### src/rtl/gpu_shape_rasterizer_pkg.sv
// Shared types for the shape rasterizer: shape codes, FSM states and the
// position of the shape code inside operand1.
package gpu_pkg;

  typedef enum logic [1:0] {
    POINT   = 2'b00,
    FILL    = 2'b01,
    OUTLINE = 2'b10,
    RSVD    = 2'b11
  } ShapeType;

  typedef enum logic [2:0] {
    IDLE = 3'd0,
    LOAD = 3'd1,
    EMIT = 3'd2,
    STEP = 3'd3,
    DONE = 3'd4
  } RasterState;

  localparam int SHAPE_MSB = 15;
  localparam int SHAPE_LSB = 14;

endpackage

### src/rtl/gpu_raster_counter.sv
// Scan position and normalized bounding box of the current primitive.
// Coordinates are compared before they advance, so they never leave [min,max].
module gpu_raster_counter #(
  parameter int COORD_W = 8
) (
  input  logic               clk,
  input  logic               reset,
  input  logic               load,
  input  logic               step,
  input  logic               outline,
  input  logic [COORD_W-1:0] ax,
  input  logic [COORD_W-1:0] ay,
  input  logic [COORD_W-1:0] bx,
  input  logic [COORD_W-1:0] by,
  output logic [COORD_W-1:0] x,
  output logic [COORD_W-1:0] y,
  output logic               last
);

  logic [COORD_W-1:0] x_r, y_r, xmin_r, xmax_r, ymin_r, ymax_r;
  logic [COORD_W-1:0] x_nx_s, y_nx_s;
  logic               last_s;

  assign last_s = (x_r == xmax_r) && (y_r == ymax_r);

  // Next scan position; outline rows between the top and bottom edge skip the interior.
  always_comb begin
    x_nx_s = x_r;
    y_nx_s = y_r;
    if (last_s) begin
      x_nx_s = x_r;
      y_nx_s = y_r;
    end else if (x_r < xmax_r) begin
      if (outline && (y_r > ymin_r) && (y_r < ymax_r) && (x_r == xmin_r)) begin
        x_nx_s = xmax_r;
      end else begin
        x_nx_s = x_r + COORD_W'(1);
      end
    end else begin
      x_nx_s = xmin_r;
      y_nx_s = y_r + COORD_W'(1);
    end
  end

  // Bounds and position registers: load normalizes corners, step advances.
  always_ff @(posedge clk or posedge reset) begin
    if (reset) begin
      x_r    <= '0;
      y_r    <= '0;
      xmin_r <= '0;
      xmax_r <= '0;
      ymin_r <= '0;
      ymax_r <= '0;
    end else if (load) begin
      xmin_r <= (bx < ax) ? bx : ax;
      xmax_r <= (bx < ax) ? ax : bx;
      ymin_r <= (by < ay) ? by : ay;
      ymax_r <= (by < ay) ? ay : by;
      x_r    <= (bx < ax) ? bx : ax;
      y_r    <= (by < ay) ? by : ay;
    end else if (step) begin
      x_r <= x_nx_s;
      y_r <= y_nx_s;
    end else begin
      x_r <= x_r;
      y_r <= y_r;
    end
  end

  assign x    = x_r;
  assign y    = y_r;
  assign last = last_s;

endmodule

### src/rtl/gpu_shape_rasterizer.sv
// Rasterizes one axis-aligned point / filled rect / rect outline per new_shape,
// handing pixels out one at a time with a data_ready/send_data handshake.
module gpu_shape_rasterizer
  import gpu_pkg::*;
#(
  parameter int COORD_W = 8,
  parameter int COLOR_W = 8,
  parameter int OP_W    = 16
) (
  input  logic               clk,
  input  logic               reset,
  input  logic               new_shape,
  input  logic [OP_W-1:0]    operand1,
  input  logic [OP_W-1:0]    operand2,
  input  logic [OP_W-1:0]    operand3,
  input  logic               send_data,
  output logic               data_ready,
  output logic               shape_done,
  output logic [COORD_W-1:0] pixel_x,
  output logic [COORD_W-1:0] pixel_y,
  output logic [COLOR_W-1:0] pixel_color
);

  RasterState         state_r, state_nx_s;
  ShapeType           shape_r;
  logic [COLOR_W-1:0] color_r;
  logic [OP_W-1:0]    a_r, b_r, b_eff_s;
  logic               data_ready_r, shape_done_r;
  logic               last_s;
  logic               unused_op1_s;

  assign unused_op1_s = ^operand1[OP_W-3:COLOR_W];

  // Operand capture; a new shape may arrive in any state.
  always_ff @(posedge clk or posedge reset) begin
    if (reset) begin
      shape_r <= POINT;
      color_r <= '0;
      a_r     <= '0;
      b_r     <= '0;
    end else if (new_shape) begin
      shape_r <= ShapeType'(operand1[SHAPE_MSB:SHAPE_LSB]);
      color_r <= operand1[COLOR_W-1:0];
      a_r     <= operand2;
      b_r     <= operand3;
    end else begin
      shape_r <= shape_r;
      color_r <= color_r;
      a_r     <= a_r;
      b_r     <= b_r;
    end
  end

  // A point collapses the box onto corner A.
  assign b_eff_s = (shape_r == POINT) ? a_r : b_r;

  gpu_raster_counter #(.COORD_W(COORD_W)) u_counter (
    .clk     (clk),
    .reset   (reset),
    .load    (state_r == LOAD),
    .step    (state_r == STEP),
    .outline (shape_r == OUTLINE),
    .ax      (a_r[OP_W-1:COORD_W]),
    .ay      (a_r[COORD_W-1:0]),
    .bx      (b_eff_s[OP_W-1:COORD_W]),
    .by      (b_eff_s[COORD_W-1:0]),
    .x       (pixel_x),
    .y       (pixel_y),
    .last    (last_s)
  );

  // Next-state logic; new_shape overrides everything, including a scan in flight.
  always_comb begin
    state_nx_s = state_r;
    if (new_shape) begin
      state_nx_s = LOAD;
    end else begin
      case (state_r)
        IDLE:    state_nx_s = IDLE;
        LOAD:    state_nx_s = (shape_r == RSVD) ? DONE : EMIT;
        EMIT:    state_nx_s = send_data ? STEP : EMIT;
        STEP:    state_nx_s = last_s ? DONE : EMIT;
        DONE:    state_nx_s = DONE;
        default: state_nx_s = IDLE;
      endcase
    end
  end

  // State register with handshake flags registered from the next state.
  always_ff @(posedge clk or posedge reset) begin
    if (reset) begin
      state_r      <= IDLE;
      data_ready_r <= 1'b0;
      shape_done_r <= 1'b0;
    end else begin
      state_r      <= state_nx_s;
      data_ready_r <= (state_nx_s == EMIT);
      shape_done_r <= (state_nx_s == DONE);
    end
  end

  assign data_ready  = data_ready_r;
  assign shape_done  = shape_done_r;
  assign pixel_color = color_r;

endmodule

### config.mk
export PLATFORM = sky130hd
export DESIGN_NAME = gpu_shape_rasterizer
export DESIGN_NICKNAME = d
export VERILOG_FILES = /design/src/rtl/gpu_shape_rasterizer_pkg.sv /design/src/rtl/gpu_raster_counter.sv /design/src/rtl/gpu_shape_rasterizer.sv
export SDC_FILE = /design/constraint.sdc
export NUM_CORES = 1
export LEC_CHECK = 0
export CORE_AREA = 2 2 88 153
export DETAILED_ROUTE_END_ITERATION = 16
export DIE_AREA = 0 0 90 155
export GPL_TIMING_DRIVEN = 0
export PLACE_DENSITY = 0.68
export SYNTH_ARGS = -nofsm -noshare
export SYNTH_HDL_FRONTEND = slang
export SYNTH_SLANG_ARGS = --single-unit
### constraint.sdc
create_clock -name clk -period 10.5 [get_ports clk]
set_input_delay 3.15 -clock clk [delete_from_list [all_inputs] [get_ports clk]]
set_output_delay 3.15 -clock clk [all_outputs]
set_load 0.03 [all_outputs]
==> results of run 1 <==
layout make-up:
| cell class | count | area, µm² |
|---|---|---|
| Buffer | 26 | 106.4 |
| Clock buffer | 10 | 239.0 |
| Clock inverter | 6 | 107.6 |
| Fill cell | 1211 | 5942 |
| Inverter | 42 | 160.2 |
| Multi-Input combinational cell | 409 | 2925 |
| Sequential cell | 95 | 2377 |
| Tap cell | 171 | 214.0 |
| Timing Repair Buffer | 71 | 728.2 |
synth_stat cells (2+ instances only):
cell,number,area [µm²]
and3_1,2,12.51
mux2_2,50,563.0
or2_2,2,12.51
a2bb2oi_1,2,17.52
mux2i_1,24,240.2
a221o_1,2,20.02
xor2_1,5,43.79
nand4_1,6,37.54
a21o_1,7,52.55
a2111oi_0,2,17.52
nor2_1,29,108.9
nor4_1,2,12.51
or3_1,3,18.77
xnor2_1,7,61.31
inv_1,42,157.7
nor2b_1,4,25.02
clkbuf_1,24,90.09
a221oi_1,4,35.03
and2_1,2,12.51
o311ai_0,2,17.52
o2111ai_1,3,26.28
a21oi_1,30,150.1
o21ai_0,57,285.3
ha_1,40,500.5
a211o_1,3,26.28
dfrtp_1,95,2377
nand2b_1,8,50.05
nand2_1,70,262.8
and4_1,3,26.28
o22ai_1,2,12.51
o211ai_1,3,22.52
nor3_1,6,30.03
nand3_1,11,55.05
metrics by stage:
step,cells,cell area [µm²],setup WS (ns),util (%)
3_3_place_gp,813,6481,3.423,50.64
6_report,830,6858,5.697,53.58
5_1_grt,830,6858,5.632,53.58
2_1_floorplan,572,5567,4.873,-
3_5_place_dp,814,6511,6.056,50.87
4_1_cts,830,6858,5.673,53.58
power breakdown:
part	switching [µW]	internal, µW
clock network	142	238
registers	103	453
logic	414	319
final timing paths:
check / from / end / slack, ns / cells after the start
worst min register to register: u_counter.ymax_r[3] / u_counter.ymax_r[3] / 0.48 / 2
max in group asynchronous: reset / u_counter.x[4] / 6.60 / 3
worst max-delay path: u_counter.x[0] / pixel_x[0] / 5.70 / 1
worst min-delay path: u_counter.ymax_r[3] / u_counter.ymax_r[3] / 0.48 / 2
worst max register to register: shape_r[1] / u_counter.x[1] / 6.41 / 11
min in group asynchronous: reset / u_counter.y[6] / 3.24 / 2
worst reg2reg max path, delay by kind of cell, from the launching register on:
kind	cells	cell delay, ns
AO/OA/AOI/OAI	4	1.09
buffers and inverters	2	0.80
AND/OR/NAND/NOR	2	0.69
multiplexers	2	0.65
flip-flops	1	0.47
adder cells (fa/ha/maj)	1	0.30
state kept, by name, indices dropped and copies added (netlist names):
name              cells
u_counter.x           8
b_r                  16
u_counter.ymax_r      8
u_counter.xmax_r      8
u_counter.y           8
shape_done            1
u_counter.ymin_r      8
pixel_color           8
a_r                  16
state_r               3
data_ready            1
shape_r               2
u_counter.xmin_r      8
per-layer routing:
layer,part of all wire (%),wire length (µm),global-route usage (%)
met5,0,0,0
met4,3.6,503,11.50
met3,3.9,553,3.680
met2,54,7594,38.74
met1,39,5496,23.17
cells by family after synthesis:
group	count (synthesis)	synth area share [%]
AND/OR/NAND/NOR	153	12.70
adder cells (fa/ha/maj)	40	8.991
XOR/XNOR	12	1.888
flip-flops	95	42.71
buffers and inverters	68	4.743
multiplexers	74	14.43
AO/OA/AOI/OAI	130	14.54
==> metrics, run 1 <==
status=finished, final reports clean; DRT Wirelength=14,150 µm; share of cells above drive strength 1=11.68%; Pins Over Slew Limit=0; Congestion Overflow GR=0; CP endpoint kind=primary output; sequential fraction of the synthesis area=42.71%; Hold WS=0.4829 ns; Vias per Instance=5.472; io pins=between 70 and 80; Post-CTS Setup Inserts=0; minimum clock period after layout=between 4 and 5 ns; Power Total=1669 µW; Residual DRC=0; Pwr per Cell Area=243.4 nW/µm²; crit path kind=flop to primary output; Synth warnings=0; crit-path cells=clkdlybuf4s50_1; worst min path class=flop to flop; cts hold-fix bufs=0; Cells after Synth=572; CTS tree=done; EDFF count, synth=0; drt first-iter violations=242; Synth Cell Area=5567 µm²; drt wl/cell=about 17 µm; Final nets=about 750; Clock transition at path regs=0.07 ns; commonest non-fill, non-tap cells in the layout=dfrtp_1, nand2_1, clkdlybuf4s50_1; # H-tree levels=3; routability congestion estimate from global placement=0.9238; worst slew pin tran=around 1 ns; via count=4,542; vias in the first global route=4,791; setup_tns=0 ns; Synth async-reset ratio=100.0%; largest net degree at the start of global routing=52; Critical Path AT=1.65 ns; Starting Density=43.49%; GRT Total Usage=21.20%; unrepaired setup endpoints after global routing=no; Die X=90 µm; root cell of the clock tree=clkbuf_16; commonest non-fill, non-tap cell in the layout=dfrtp_1; Buf/Inv on CP=1; Yosys cell types=53; f_max=208.2 MHz; Core Region=12,800 µm²; delay-heaviest family, CP=buffers and inverters; Critical-path top delay cell=clkdlybuf4s50_1; die extent in y=155 µm; #FFs+latches synth=95; Post-Syn Nets=664; max incr delay on CP=0.74 ns; IO Port Bufs=70; DP Wirelength=roughly 11,000 µm; Crit Path Max Fanout=9; Pleak=0.003011 µW; Setup violations, final=0; MaxCap Viol Count=0; worst rel slew slack=34.99%; Tcrit/Tclk final=45.74%; die area=approximately 14,000 µm²; Ant. Diodes=0; clock sink count=95; Critical Path Start Type=flop; first-pass GRT wire length=roughly 24,000 µm; Area Growth Syn to Fin=23.20%; mean area per synthesized cell=9.732 µm²; Final Skew=~0.0084 ns; Resize count post-CTS=0; VDD IR max=0.1224 mV; Hold Violations, Final=0; clock insertion delay at the later pin of the skew report=~0.35 ns; first-pass iteration count of the detailed router=6; critical path required time=7.35 ns; Clock Path Buffers=2; number of CTS-inserted buffers=9; Main synth FF type=dfrtp_1; post-route ant nets=0; number of cell rows=55; initial antenna violation count=0
(Power assumes the default switching activity.)
==> inputs of run 2 (changes only) <==
==> constraint.sdc (replaced) <==
create_clock -name clk -period 4.7 [get_ports clk]
set_input_delay 1.41 -clock clk [delete_from_list [all_inputs] [get_ports clk]]
set_output_delay 1.41 -clock clk [all_outputs]
set_load 0.03 [all_outputs]
==> results of run 2 <==
Same layout as run 1 (identical final DEF). Status: finished, final reports clean.
Main changes from that run: setup slack after placement 6.056 ns -> 0.6309 ns; setup slack after layout 5.697 ns -> 0.6063 ns; start point of the critical path u_counter.x[0] -> shape_r[1]; end point of the critical path pixel_x[0] -> u_counter.x[1]; register-to-register setup slack 6.41 ns -> 0.61 ns; total power 1669 µW -> 3729 µW; worst IR drop on VDD 0.1224 mV -> 0.2735 mV
